===== src/rtl/fir_pkg.sv =====
// Shared types and width helpers for the FIR MAC sequencer.
package fir_pkg;

  typedef enum logic [1:0] {
    IDLE  = 2'd0,
    SHIFT = 2'd1,
    MAC   = 2'd2,
    OUT   = 2'd3
  } state_e;

  localparam int DEF_LENGTH = 100;
  localparam int DEF_IDX_W  = $clog2(DEF_LENGTH);

  // Tap index width; kept at least 1 so a single-tap build still has a pointer bit.
  function automatic int idx_width(input int length);
    return (length > 1) ? $clog2(length) : 1;
  endfunction

  function automatic int acc_width(input int w, input int cw, input int length);
    return w + cw + $clog2(length);
  endfunction

endpackage


===== src/rtl/fir_mac_unit.sv =====
// Signed multiply-accumulate: full-precision product, sign-extended into the
// accumulator, with synchronous clear and enable.
module fir_mac_unit
  import fir_pkg::*;
#(
  parameter int A_WIDTH   = 8,
  parameter int B_WIDTH   = 8,
  parameter int ACC_WIDTH = 23
) (
  input  logic                        clk,
  input  logic                        rst,
  input  logic                        clr_i,
  input  logic                        en_i,
  input  logic signed [A_WIDTH-1:0]   a_i,
  input  logic signed [B_WIDTH-1:0]   b_i,
  output logic signed [ACC_WIDTH-1:0] acc_o
);

  localparam int P_WIDTH = A_WIDTH + B_WIDTH;

  logic signed [P_WIDTH-1:0]   prod_d;
  logic signed [ACC_WIDTH-1:0] prod_ext_d;
  logic signed [ACC_WIDTH-1:0] acc_d;
  logic signed [ACC_WIDTH-1:0] acc_q;

  always_comb begin
    prod_d     = a_i * b_i;
    prod_ext_d = {{(ACC_WIDTH - P_WIDTH){prod_d[P_WIDTH-1]}}, prod_d};
    acc_d      = acc_q;
    if (clr_i)
      acc_d = '0;
    else if (en_i)
      acc_d = acc_q + prod_ext_d;
  end

  always_ff @(posedge clk) begin
    if (rst)
      acc_q <= '0;
    else
      acc_q <= acc_d;
  end

  assign acc_o = acc_q;

endmodule


===== src/rtl/fir_mac_sequencer.sv =====
// Sequences one sample through the FIR: shift into the register file, sweep all
// taps through the MAC, then hold the result on a valid/ready output.
//   state | meaning
//   IDLE  | ready for a new input sample
//   SHIFT | strobe shift_enb, clear accumulator and tap index
//   MAC   | accumulate tap k * coef k, k = 0 .. LENGTH-1
//   OUT   | present y_data until downstream accepts
module fir_mac_sequencer
  import fir_pkg::*;
#(
  parameter int WIDTH      = 8,
  parameter int LENGTH     = 100,
  parameter int COEF_WIDTH = 8,
  parameter int ACC_WIDTH  = acc_width(WIDTH, COEF_WIDTH, LENGTH)
) (
  input  logic                            clk,
  input  logic                            rst,
  input  logic                            in_valid,
  output logic                            in_ready,
  input  logic signed [WIDTH-1:0]         in_data,
  output logic                            shift_enb,
  output logic signed [WIDTH-1:0]         sample_out,
  output logic [LENGTH-1:0]               pointer,
  input  logic signed [WIDTH-1:0]         tap_data,
  output logic [idx_width(LENGTH)-1:0]    coef_addr,
  input  logic signed [COEF_WIDTH-1:0]    coef_data,
  output logic                            y_valid,
  input  logic                            y_ready,
  output logic signed [ACC_WIDTH-1:0]     y_data
);

  localparam int            IW     = idx_width(LENGTH);
  localparam logic [IW-1:0] K_LAST = IW'(LENGTH - 1);

  state_e                  state_q;
  logic                    in_ready_q;
  logic                    shift_enb_q;
  logic                    y_valid_q;
  logic signed [WIDTH-1:0] sample_q;
  logic [IW-1:0]           k_q;
  logic                    acc_clr;
  logic                    acc_en;

  always_ff @(posedge clk) begin
    if (rst) begin
      state_q     <= IDLE;
      in_ready_q  <= 1'b1;
      shift_enb_q <= 1'b0;
      y_valid_q   <= 1'b0;
      sample_q    <= '0;
      k_q         <= '0;
    end else begin
      case (state_q)
        IDLE: begin
          if (in_valid) begin
            sample_q    <= in_data;
            in_ready_q  <= 1'b0;
            shift_enb_q <= 1'b1;
            state_q     <= SHIFT;
          end
        end
        SHIFT: begin
          shift_enb_q <= 1'b0;
          k_q         <= '0;
          state_q     <= MAC;
        end
        MAC: begin
          if (k_q == K_LAST) begin
            y_valid_q <= 1'b1;
            state_q   <= OUT;
          end else begin
            k_q <= k_q + IW'(1);
          end
        end
        OUT: begin
          if (y_ready) begin
            y_valid_q  <= 1'b0;
            in_ready_q <= 1'b1;
            state_q    <= IDLE;
          end
        end
        default: state_q <= IDLE;
      endcase
    end
  end

  // The accumulator is cleared in the shift cycle so MAC starts from zero on tap 0.
  assign acc_clr = (state_q == SHIFT);
  assign acc_en  = (state_q == MAC);

  fir_mac_unit #(
    .A_WIDTH  (WIDTH),
    .B_WIDTH  (COEF_WIDTH),
    .ACC_WIDTH(ACC_WIDTH)
  ) u_mac (
    .clk  (clk),
    .rst  (rst),
    .clr_i(acc_clr),
    .en_i (acc_en),
    .a_i  (tap_data),
    .b_i  (coef_data),
    .acc_o(y_data)
  );

  assign in_ready   = in_ready_q;
  assign shift_enb  = shift_enb_q;
  assign y_valid    = y_valid_q;
  assign sample_out = sample_q;
  assign coef_addr  = k_q;
  assign pointer    = {{(LENGTH - IW){1'b0}}, k_q};

endmodule


===== config.mk =====
export PLATFORM = sky130hd
export DESIGN_NAME = fir_mac_sequencer
export DESIGN_NICKNAME = d
export VERILOG_FILES = /design/src/rtl/fir_pkg.sv /design/src/rtl/fir_mac_unit.sv /design/src/rtl/fir_mac_sequencer.sv
export SDC_FILE = /design/constraint.sdc
export NUM_CORES = 1
export LEC_CHECK = 0
export ABC_AREA = 1
export CORE_MARGIN = 2
export CORE_UTILIZATION = 56
export CTS_CLUSTER_DIAMETER = 40
export DETAILED_ROUTE_END_ITERATION = 10
export GPL_TIMING_DRIVEN = 0
export PLACE_DENSITY = 0.95
export SKIP_LAST_GASP = 1
export SLEW_MARGIN = 20
export SYNTH_ARGS = -nofsm -noshare
export SYNTH_HDL_FRONTEND = slang
export SYNTH_SLANG_ARGS = --single-unit

===== constraint.sdc =====
create_clock -name clk -period 11.3 [get_ports clk]
set_clock_uncertainty 0.05 [all_clocks]
set_input_delay 2.26 -clock clk [delete_from_list [all_inputs] [get_ports clk]]
set_output_delay 2.26 -clock clk [all_outputs]
set_load 0.02 [all_outputs]

* Word-level counts from Yosys, hierarchy flattened *
Cells that the tools add are included.

storage, ports and cells
  flip-flop bits (word level) = 43
  output and inout bits = 141
  word-level logic and storage cells = 44

cells by class
  $add $sub $neg = 2
  $mul = 1
  eq/ne operators = 8
  muxes and demuxes = 14
  reduce and logical (&&, ||, !) cells = 12

operators with widths
  kind                                                   count
  adder 23 x 16 -> 23 bit                                1
  multiplier 8 x 8 -> 16 bit                             1
  one-hot mux 7 bit (2 select lines)                     1
  AND reduction 3 bit                                    3
  one-hot mux 2 bit (4 select lines)                     1
  nonzero test 2 bit                                     4
  adder 7 x 1 -> 7 bit, second input constant            1
  equality test 7 bit, second input constant             1
  2-to-1 mux 7 bit                                       1
  2-to-1 mux 2 bit                                       3
  inequality test 2 bit, second input constant           3
  one-hot mux 1 bit (2 select lines)                     3
  AND reduction 2 bit                                    3
  2-to-1 mux 1 bit                                       5
  equality test 2 bit, second input constant             2
  equality test 2 x 1 -> 1 bit, second input constant    1
  logical NOT 2 bit                                      1
  inequality test 2 x 1 -> 1 bit, second input constant  1
  OR reduction 2 bit                                     1

* Depth between registers and ports, before layout *
Gate-level depths: netlist of run 1.

  word-level depth = 3
  gate-level depth with buffers = 24

* Cells and area by module *
A second synthesis of run 1 with hierarchy kept.

second synthesis, totals
  cell total of the unflattened synthesis = 921
  area total of the unflattened synthesis = 7,009.2 sq um

modules (own cells, without submodules)
  module             times used  cells each  area each (sq um)
  fir_mac_unit       1           686         5,297.6
  fir_mac_sequencer  1           235         1,711.6

* Worst setup path after synthesis of run 1 *
Ideal clock, no wire load.

  kind = in2reg
  from = input coef_data[0]
  to = register u_mac.acc_q[17], in the netlist u_mac.acc_o[17]
  library setup time = 0.109 ns
  arrival time = 6.619 ns
  required time = 11.141 ns
  setup slack = 4.522 ns
  stages = 21
  buffers on the path = 1
  cells stage by stage = clkbuf_1 nand2_1 inv_1 fa_1 fa_1 fa_1 inv_1 fa_1 inv_1 ha_1 ha_1 a21oi_1 inv_1 a21oi_2 nor2_1 nor2_2 nand2_1 nand2_1 nand3_1 nand2_1 inv_1

between the ends
  word-level cells in the longest chain between the ends = 2

RTL lines
  what                        RTL line                 text
  start: declaration          fir_mac_sequencer.sv:26  input logic signed [COEF_WIDTH-1:0] coef_data,
  multiplier 8 x 8 -> 16 bit  fir_mac_unit.sv:27       prod_d = a_i * b_i;
  adder 23 x 16 -> 23 bit     fir_mac_unit.sv:33       acc_d = acc_q + prod_ext_d;
  end signal: assignment      fir_mac_unit.sv:38       acc_q <= '0;
  end signal: assignment      fir_mac_unit.sv:40       acc_q <= acc_d;
  end: declaration            fir_mac_unit.sv:24       logic signed [ACC_WIDTH-1:0] acc_q;

Every way passes these cells.
A chain may end at the register's enable or synchronous reset.

* Worst setup path after layout of run 1 *
  from = input coef_data[0]
  to = register u_mac.acc_q[21], in the netlist u_mac.acc_o[21]

Same word-level chain as after synthesis.

==> impl_metrics.env, run 1 <==
export IMPL_outcome="finished, final reports clean"
export IMPL_yosys_most_used_dff="dfxtp_1"
export IMPL_timing_worst_setup_path_type="input port to flop"
export IMPL_post_synth_and_or_nand_nor_area_fraction_pct=19.5
export IMPL_grt_pass1_wl_mm=26.3
export IMPL_initial_utilization_pct=57.7
export IMPL_syn_cell_area_mm2=0.00699
export IMPL_final_setup_viol_count=0
export IMPL_hold_path_end="y_valid$_SDFFE_PP0P_"
export IMPL_cts_repair_timing_setup_buffer_count=0
export IMPL_ys_seq_area_share_pct=12.3
export IMPL_first_global_vias=5846
export IMPL_cts_reportedPaths_clkPinSlew_ps=60
export IMPL_routed_wirelength_mm=15.2
export IMPL_critical_path_n_buffers_inverters=6
export IMPL_complex_gate_fraction_of_the_synthesized_area_pct=5.91
export IMPL_critPathMaxStageDelay_ps=710
export IMPL_reg2regPathDepth=21
export IMPL_timing_worst_slew_pin_value_ps=937
export IMPL_flow_area_growth_from_synthesis_pct=18.8
export IMPL_synthesis_area_per_instance_um2=7.72
export IMPL_min_delay_start="y_valid$_SDFFE_PP0P_"
export IMPL_cp_cell_sequence="clkbuf_1 -> nand2_1 -> inv_1 -> fa_1 -> fa_1 -> fa_1 -> inv_1 -> fa_1 -> inv_1 -> ha_1 -> ha_1 -> a21oi_1 -> inv_1 -> a21oi_2 -> nand2_1 -> nand2_1 -> nand3_1 -> nand2_1 -> nand3_1 -> nand2_1 -> inv_1"
export IMPL_type_of_the_most_critical_hold_path="flop to flop"
export IMPL_core_area_mm2=0.0121
export IMPL_dp_worst_setup_slack_ps=3900
export IMPL_slew_headroom_pct=37.5
export IMPL_floorplan_die_area_mm2=0.0134
export IMPL_critPathLaunchType="input port"
export IMPL_crit_path_end_kind="flop"
export IMPL_route_antenna_remaining_nets=0
export IMPL_dp_final_hpwl_mm=13.0
export IMPL_count_of_input_and_output_buffers=60
export IMPL_grt_overflow_total=0
export IMPL_synth_warning_count=0
export IMPL_maxCapViolCount=0
export IMPL_fin_nets=1250
export IMPL_cp_max_fo=15
export IMPL_detail_route_first_pass_iterations=5
export IMPL_post_cts_hold_buffer_count=0
export IMPL_io_pins=169
export IMPL_setup_total_negative_slack_ps=0
export IMPL_insertion_delay_ps=290
export IMPL_setup_ws_ps=4210
export IMPL_finalWorstPathRequiredPeriod_ps=7090
export IMPL_worst_r2r_endpoint="u_mac.acc_o[18]$_SDFFE_PP0P_"
export IMPL_route_detailed_vias_per_inst=4.66
export IMPL_whs_path_depth=2
export IMPL_grtUsageTotal_pct=24.1
export IMPL_timing_critical_path_slowest_stage_cell="inv_1"
export IMPL_row_count=40
export IMPL_ys_ff_latch=43
export IMPL_report_final_hold_viol_count=0
export IMPL_clock_sink_count=43
export IMPL_cts_htree_levels=2
export IMPL_num_vias=5751
export IMPL_synth_xor_area_share_pct=1.00
export IMPL_postCtsResizedCells=0
export IMPL_rsz0062_at_grt="false"
export IMPL_syn_inst=906
export IMPL_root_buffer="clkbuf_16"
export IMPL_timing_reg2reg_setup_slack_ps=6790
export IMPL_die_x_um=116
export IMPL_timing_final_max_slew_violations=0
export IMPL_tritoncts="done"
export IMPL_wl_per_cell_um=12.3
export IMPL_globalplace_congestion=0.946
export IMPL_path_delay_family="adder cells"
export IMPL_grt_antenna_before_repair=0
export IMPL_timing_final_crit_share_pct=62.7
export IMPL_max_clock_freq_ghz=0.141
export IMPL_critPathArrivalTime_ps=7230
export IMPL_worst_hold_slack_ps=431
export IMPL_tritoncts_num_buffers=5
export IMPL_final_common_cell="inv_1"
export IMPL_synth_mux_area_fraction_pct=0
export IMPL_share_of_synthesized_registers_carrying_an_async_set_or_reset_pct=0
export IMPL_post_synth_fa_ha_maj_area_fraction_pct=38.8
export IMPL_most_frequent_cells_in_the_layout="182 x inv_1, 155 x nand2_1, 101 x buf_4"
export IMPL_ctsLongestPathBuffers=2
export IMPL_die_h_um=116
export IMPL_synth_enable_flop_cells=0
export IMPL_detail_route_iter0_violations=312
export IMPL_num_antenna_cells=0
export IMPL_post_synth_num_cell_types=41
export IMPL_drc_errors=0
export IMPL_reg2reg_from="u_mac.acc_o[6]$_SDFFE_PP0P_"
export IMPL_grt_max_degree=16
export IMPL_combinational_family_with_the_most_area_after_synthesis="adder cells"
export IMPL_critPathRequiredTime_ps=11440
export IMPL_final_layout_size_suffix_gt1_share_pct=14.6
sequential cells by signal, summed over array words and instances, names as in the netlist:
register     flops
u_mac.acc_o     23
in_ready         1
coef_addr        7
y_valid          1
shift_enb        1
state_q          2
sample_out       8
final cells by class:
| cell class | count | area, µm² |
|---|---|---|
| Buffer | 123 | 852 |
| Clock buffer | 6 | 139 |
| Clock inverter | 2 | 16.3 |
| Fill cell | 1014 | 3810 |
| Inverter | 189 | 709 |
| Multi-Input combinational cell | 643 | 4910 |
| Sequential cell | 43 | 861 |
| Tap cell | 168 | 210 |
| Timing Repair Buffer | 60 | 601 |
worst max path at each step:
stage                       from                           end  slack, ps  cells past startpoint
finish              coef_data[0]  u_mac.acc_o[21]$_SDFFE_PP0P_       4210                     21
global route        coef_data[7]  u_mac.acc_o[22]$_SDFFE_PP0P_       3810                     20
CTS                 coef_data[0]  u_mac.acc_o[21]$_SDFFE_PP0P_       4170                     21
detailed placement  coef_data[0]  u_mac.acc_o[21]$_SDFFE_PP0P_       3900                     21
global placement    coef_data[7]  u_mac.acc_o[18]$_SDFFE_PP0P_       4000                     21
floorplan           coef_data[0]  u_mac.acc_o[17]$_SDFFE_PP0P_       4520                     21
logic make-up (layout without fill, tap and decap cells):
family	Yosys count	in the layout
AND/OR/NAND/NOR	313	313
buffers and inverters	312	380
adder cells (fa/ha/maj)	157	157
AO/OA/AOI/OAI	72	72
flip-flops	43	43
XOR/XNOR	8	8
other	1	93
cells in the mapped netlist (6+ instances only):
cell type	instances	area [µm²]
inv_1	182	683
nor3_1	6	30.0
nor2_2	7	43.8
fa_1	100	2000
nor2_1	84	315
o21ai_0	29	145
nand2_1	155	582
dfxtp_1	43	861
ha_1	57	713
nand2_2	14	87.6
nand4_1	6	37.5
nand3_1	25	125
xor2_1	7	61.3
clkbuf_1	18	67.6
a21oi_1	26	130
buf_4	101	758
per-stage QoR:
step	instances	utilization, %	area [µm²]
after global routing	1234	68.5	8300
after detailed placement	1226	67.3	8150
final	1234	68.5	8300
after CTS	1234	68.5	8300
after global placement	1226	67.3	8150
after floorplan	998	-	7340
worst reg2reg max path, delay by kind of cell, from the launching register on:
kind / cells / cell delay (ps)
adders and majority gates: 6 / 2790
AOI/OAI and AO/OA: 1 / 200
and+or+nand+nor: 9 / 740
buffers and inverters: 5 / 320
DFF: 1 / 330
layer usage:
layer	wire length [µm]	vias up	share of wire, %	track usage, %
met5	0	-	0	0
met4	220	0	1.5	5.48
met3	773	21	5.1	2.51
met2	7990	189	53	44.8
met1	6180	2715	41	30.3
li1	-	2826	-	-
Power of run 1 is not shown: default switching activity piles up to over one toggle a cycle in this logic, so the estimate is an artifact.
==> run 2: changes to the inputs <==
--- a/config.mk
+++ b/config.mk
@@ -7,11 +7,11 @@
 export LEC_CHECK = 0
 export ABC_AREA = 1
 export CORE_MARGIN = 2
-export CORE_UTILIZATION = 56
+export CORE_UTILIZATION = 52
 export CTS_CLUSTER_DIAMETER = 40
 export DETAILED_ROUTE_END_ITERATION = 10
 export GPL_TIMING_DRIVEN = 0
-export PLACE_DENSITY = 0.95
+export PLACE_DENSITY = 0.93
 export SKIP_LAST_GASP = 1
 export SLEW_MARGIN = 20
 export SYNTH_ARGS = -nofsm -noshare
==> constraint.sdc (replaced) <==
create_clock -name clk -period 6.9 [get_ports clk]
set_clock_uncertainty 0.05 [all_clocks]
set_input_delay 1.38 -clock clk [delete_from_list [all_inputs] [get_ports clk]]
set_output_delay 1.38 -clock clk [all_outputs]
set_load 0.02 [all_outputs]
==> impl_metrics.env, run 2 (same netlist as run 1, synthesis figures left out) <==
export IMPL_outcome="finished, final reports clean"
export IMPL_detail_route_iter0_violations=268
export IMPL_count_of_input_and_output_buffers=60
export IMPL_tritoncts_num_buffers=5
export IMPL_final_layout_size_suffix_gt1_share_pct=14.6
export IMPL_postCtsResizedCells=0
export IMPL_initial_utilization_pct=53.0
export IMPL_slew_headroom_pct=38.9
export IMPL_flow_area_growth_from_synthesis_pct=19.2
export IMPL_io_pins=169
export IMPL_critical_path_startpoint="coef_data[7]"
export IMPL_num_vias=5743
export IMPL_post_cts_hold_buffer_count=0
export IMPL_setup_total_negative_slack_ps=0
export IMPL_maxCapViolCount=0
export IMPL_grt_antenna_before_repair=0
export IMPL_critPathArrivalTime_ps=6360
export IMPL_crit_path_end_kind="flop"
export IMPL_grtUsageTotal_pct=22.6
export IMPL_floorplan_die_area_mm2=0.0144
export IMPL_met2_length_mm=8.38
export IMPL_final_common_cell="inv_1"
export IMPL_timing_reg2reg_setup_slack_ps=2430
export IMPL_clock_sink_count=43
export IMPL_met3RoutedLength_um=727
export IMPL_largest_register_ff_count=23
export IMPL_root_buffer="clkbuf_16"
export IMPL_detail_route_first_pass_iterations=5
export IMPL_drt_met1_wl_mm=5.96
export IMPL_critPathLaunchType="input port"
export IMPL_dp_final_hpwl_mm=13.3
export IMPL_timing_worst_setup_path_type="input port to flop"
export IMPL_type_of_the_most_critical_hold_path="flop to flop"
export IMPL_timing_final_crit_share_pct=90.2
export IMPL_report_final_hold_viol_count=0
export IMPL_reg2reg_from="u_mac.acc_o[6]$_SDFFE_PP0P_"
export IMPL_route_antenna_remaining_nets=0
export IMPL_wl_per_cell_um=12.3
export IMPL_dr_max_layer_used="met4"
export IMPL_cts_htree_levels=2
export IMPL_grt_overflow_total=0
export IMPL_cts_reportedPaths_clkPinSlew_ps=70
export IMPL_critPathRequiredTime_ps=7030
export IMPL_fin_nets=1250
export IMPL_drc_errors=0
export IMPL_first_global_vias=5957
export IMPL_max_clock_freq_ghz=0.161
export IMPL_tritoncts="done"
export IMPL_grt_pass1_wl_mm=26.9
export IMPL_timing_final_max_slew_violations=0
export IMPL_core_area_mm2=0.0132
export IMPL_finalWorstPathRequiredPeriod_ps=6230
export IMPL_grt_max_degree=16
export IMPL_most_frequent_cells_in_the_layout="182 x inv_1, 155 x nand2_1, 101 x buf_4"
export IMPL_rsz0062_at_grt="false"
export IMPL_final_setup_viol_count=0
export IMPL_globalplace_congestion=0.960
export IMPL_timing_worst_slew_pin_value_ps=915
export IMPL_die_h_um=120
export IMPL_die_x_um=120
export IMPL_min_delay_start="y_valid$_SDFFE_PP0P_"
export IMPL_cts_repair_timing_setup_buffer_count=0
export IMPL_row_count=42
export IMPL_num_antenna_cells=0
export IMPL_insertion_delay_ps=280
export IMPL_cp_max_fo=9
export IMPL_ctsLongestPathBuffers=2
export IMPL_routed_wirelength_mm=15.3
export IMPL_route_detailed_vias_per_inst=4.62
[run 2: changes by cell type in the layout (fill, tap and decap cells not counted)]
cell        before  now
bufinv_16        0    1
clkbuf_8         1    0
clkinvlp_4       1    0
inv_6            0    1
[run 2: metrics by stage]
stage | instance area, µm² | hold WS (ps) | cells | utilization [%] | setup WS, ps
after floorplan | 7340 | 440 | 998 | - | 1000
after global placement | 8160 | 410 | 1234 | 61.8 | 507
after detailed placement | 8160 | 423 | 1234 | 61.8 | 389
after CTS | 8330 | 432 | 1242 | 63.1 | 665
after global routing | 8330 | 472 | 1242 | 63.1 | 285
final | 8330 | 434 | 1242 | 63.1 | 675
[run 2: worst max-delay path, stage by stage]
cell	delay, ps
clkdlybuf4s50_1	460
clkinv_1	260
o21ai_0	300
ha_1	220
inv_1	70
fa_1	720
inv_1	260
fa_1	590
inv_1	60
fa_1	520
inv_1	40
ha_1	290
ha_1	400
nand4_1	220
nor2_2	170
nand3_2	120
nand4_1	110
nand3_1	80
nand2_1	60
inv_1	30
[run 2: area by class of cell]
class	instances	area, µm²
fill	1186	4860
clock inverter	3	47.5
inverter	189	709
timing repair buffer	60	601
tap	176	220
buffer	123	852
multi-input combinational	643	4910
clock buffer	5	125
sequential	43	861
[run 2: path summary, 6_finish.rpt]
check,cells past startpoint,endpoint
worst max-delay path,20,u_mac.acc_o[21]$_SDFFE_PP0P_
worst min-delay path,2,y_valid$_SDFFE_PP0P_
worst max register to register,18,u_mac.acc_o[10]$_SDFFE_PP0P_
worst min register to register,2,y_valid$_SDFFE_PP0P_
[run 2: metal layers]
| layer | up-vias | track usage [%] |
|---|---|---|
| met5 | - | 0 |
| met4 | 0 | 6.03 |
| met3 | 25 | 2.52 |
| met2 | 172 | 43.0 |
| met1 | 2720 | 26.6 |
| li1 | 2826 | - |
Power of run 2 is left out for the same reason.
==> run 3: changes to the inputs <==
--- a/config.mk
+++ b/config.mk
@@ -5,9 +5,8 @@
 export SDC_FILE = /design/constraint.sdc
 export NUM_CORES = 1
 export LEC_CHECK = 0
-export ABC_AREA = 1
 export CORE_MARGIN = 2
-export CORE_UTILIZATION = 52
+export CORE_UTILIZATION = 51
 export CTS_CLUSTER_DIAMETER = 40
 export DETAILED_ROUTE_END_ITERATION = 10
 export GPL_TIMING_DRIVEN = 0
==> impl_metrics.env, run 3 <==
export IMPL_outcome="finished, final reports clean"
export IMPL_final_common_cell="buf_4"
export IMPL_pwr_dens_mw_per_mm2=496
export IMPL_ctsLongestPathBuffers=2
export IMPL_share_of_synthesized_registers_carrying_an_async_set_or_reset_pct=0
export IMPL_num_vias=4817
export IMPL_critPathRequiredTime_ps=7030
export IMPL_path_delay_family="adder cells"
export IMPL_floorplan_die_area_mm2=0.0134
export IMPL_layout_filler_cells=992
export IMPL_detail_route_iter0_violations=221
export IMPL_cts_htree_levels=2
export IMPL_initial_utilization_pct=52.7
export IMPL_timing_worst_slew_pin_value_ps=759
export IMPL_root_buffer="clkbuf_16"
export IMPL_synthesis_area_per_instance_um2=9.21
export IMPL_yosys_most_used_dff="dfxtp_1"
export IMPL_type_of_the_most_critical_hold_path="flop to flop"
export IMPL_most_area_consuming_cells_after_synthesis="fa_1 31%, dfxtp_1 13%, buf_4 12%, ha_1 11%, inv_1 5.9%"
export IMPL_first_global_vias=4991
export IMPL_irDropWorstVdd_v=0.000484
export IMPL_syn_inst=693
export IMPL_power_total_mw=3.90
export IMPL_insertion_delay_ps=280
export IMPL_critPathLaunchType="input port"
export IMPL_power_leakage_nw=4.01
export IMPL_timing_final_crit_share_pct=96.0
export IMPL_route_detailed_vias_per_inst=4.65
export IMPL_core_area_mm2=0.0121
export IMPL_synth_top_cells_by_count="100 x buf_4, 100 x fa_1, 100 x inv_1, 61 x nand2_1, 57 x ha_1"
export IMPL_critPathMaxStageDelay_ps=650
export IMPL_synth_xor_area_share_pct=3.16
export IMPL_critical_path_most_common_cell="fa_1"
export IMPL_post_synth_num_cell_types=45
export IMPL_most_frequent_cells_in_the_layout="101 x buf_4, 99 x inv_1, 99 x fa_1"
export IMPL_final_layout_size_suffix_gt1_share_pct=13.8
export IMPL_tritoncts_num_buffers=5
export IMPL_ys_ff_latch=43
export IMPL_die_h_um=116
export IMPL_timing_final_max_slew_violations=0
export IMPL_grt_overflow_total=0
export IMPL_grt_antenna_before_repair=0
export IMPL_crit_path_end_kind="flop"
export IMPL_ys_seq_area_share_pct=13.5
export IMPL_flow_area_growth_from_synthesis_pct=23.1
export IMPL_grt_max_degree=16
export IMPL_num_antenna_cells=0
export IMPL_count_of_input_and_output_buffers=74
export IMPL_cts_reportedPaths_clkPinSlew_ps=60
export IMPL_post_synth_top_area_fraction_pct=31.4
export IMPL_grt_busiest_layer="met2"
export IMPL_grt_pass1_wl_mm=23.0
export IMPL_cp_max_fo=8
export IMPL_fin_nets=1052
export IMPL_layout_cells_non_filler=1036
export IMPL_drc_errors=0
export IMPL_grt_met3_usage_pct=3.77
export IMPL_post_synth_fa_ha_maj_area_fraction_pct=42.5
export IMPL_synth_warning_count=0
export IMPL_final_setup_viol_count=0
export IMPL_post_cts_hold_buffer_count=0
export IMPL_combinational_family_with_the_most_area_after_synthesis="adder cells"
export IMPL_detail_route_first_pass_iterations=4
export IMPL_routed_wirelength_mm=13.5
export IMPL_clock_sink_count=43
export IMPL_syn_cell_area_mm2=0.00638
export IMPL_synth_enable_flop_cells=0
export IMPL_slew_headroom_pct=49.4
export IMPL_worst_hold_slack_ps=402
export IMPL_tritoncts="done"
export IMPL_die_x_um=116
export IMPL_placed_cells_incl_taps=1027
export IMPL_timing_critical_path_slowest_stage_cell="clkdlybuf4s50_1"
export IMPL_maxCapViolCount=0
export IMPL_wl_per_cell_um=13.0
export IMPL_grtUsageTotal_pct=21.3
export IMPL_critical_path_n_buffers_inverters=2
export IMPL_globalplace_congestion=0.863
export IMPL_met1_usage_pct=27.5
export IMPL_io_pins=169
export IMPL_synth_top_cell_by_area="fa_1"
export IMPL_critPathArrivalTime_ps=6750
export IMPL_post_synth_and_or_nand_nor_area_fraction_pct=12.2
export IMPL_route_antenna_remaining_nets=0
export IMPL_synth_mux_area_fraction_pct=2.70
export IMPL_place_area_mm2=0.00768
export IMPL_grt_util_met2_pct=37.3
export IMPL_rsz0062_at_grt="false"
export IMPL_timing_worst_setup_path_type="input port to flop"
export IMPL_layout_cell_area_non_filler_mm2=0.00786
export IMPL_max_clock_freq_ghz=0.151
export IMPL_largest_register_ff_count=23
export IMPL_report_final_hold_viol_count=0
export IMPL_final_core_util_pct=64.9
export IMPL_row_count=40
export IMPL_complex_gate_fraction_of_the_synthesized_area_pct=7.51
export IMPL_dp_final_hpwl_mm=11.5
export IMPL_cp_cell_sequence="clkdlybuf4s50_1 -> nand2_1 -> fa_1 -> fa_1 -> inv_1 -> fa_1 -> fa_1 -> fa_1 -> ha_1 -> and3_1 -> a221o_1 -> a211oi_4 -> o211ai_2 -> a21oi_1 -> mux2i_1 -> a31o_2"
export IMPL_finalWorstPathRequiredPeriod_ps=6620
-- run 3: layer usage --
layer / vias up / share of wire (%)
met3: 20 / 6.5
met4: 0 / 1.3
met2: 166 / 52
met5: - / 0
met1: 2294 / 40
li1: 2337 / -
-- run 3: timing repair --
| item | CTS | global route |
|---|---|---|
| pin swaps | 1 | 0 |
| resized for setup | 3 | 8 |
| setup endpoints to repair | 13 | 6 |
| setup buffers | 1 | 0 |
-- run 3: where the power goes --
group / internal [mW] / total [mW] / switching, mW
combinational: 1.46 / 3.27 / 1.81
clock: 0.134 / 0.233 / 0.0993
sequential: 0.316 / 0.396 / 0.0798
total: 1.90 / 3.90 / 1.99
-- run 3: cell type report --
type                            instances  area, µm²  area share, %
Multi-Input combinational cell        530       4710           59.9
Sequential cell                        43        861           11.0
Buffer                                112        796           10.1
Timing Repair Buffer                   75        761           9.68
Inverter                              100        379           4.83
Tap cell                              168        210           2.68
Clock buffer                            6        129           1.64
Clock inverter                          2       12.5          0.159
-- run 3: per-stage QoR --
stage | TNS (ps) | setup WS [ps]
3_3_place_gp | -8460 | -907
4_1_cts | 0 | 124
3_5_place_dp | -9820 | -1020
5_1_grt | 0 | 0.168
2_1_floorplan | 0 | 244
6_report | 0 | 278
-- run 3: worst paths after layout --
kind,from,to,slack [ps],cells after the start
worst max-delay path,tap_data[4],u_mac.acc_o[20]$_SDFFE_PP0P_,280,16
worst min register to register,sample_out[5]$_SDFFE_PP0P_,sample_out[5]$_SDFFE_PP0P_,400,2
worst max register to register,u_mac.acc_o[6]$_SDFFE_PP0P_,u_mac.acc_o[20]$_SDFFE_PP0P_,1740,17
worst min-delay path,sample_out[5]$_SDFFE_PP0P_,sample_out[5]$_SDFFE_PP0P_,400,2
-- run 3: worst register-to-register path, stage by stage (launching register included) --
cell and delay (ps):
dfxtp_1 380, inv_1 100, fa_1 540, inv_1 50, fa_1 500, inv_1 50, fa_1 480, inv_1 60
fa_1 440, fa_1 450, ha_1 380, and3_1 200, a221o_1 380, a211oi_4 340, o211ai_2 140, a21oi_1 210
mux2i_1 100, a31o_2 210
-- run 3: logic make-up (layout without fill, tap and decap cells) --
group / Yosys count / count (layout)
AOI/OAI and AO/OA: 74 / 74
adders and majority gates: 157 / 157
muxes: 17 / 17
xor gates and xnor gates: 23 / 23
other: 1 / 93
buffers and inverters: 212 / 295
DFF: 43 / 43
and+or+nand+nor: 166 / 166
No activity file was read; power rests on OpenSTA's default activity.
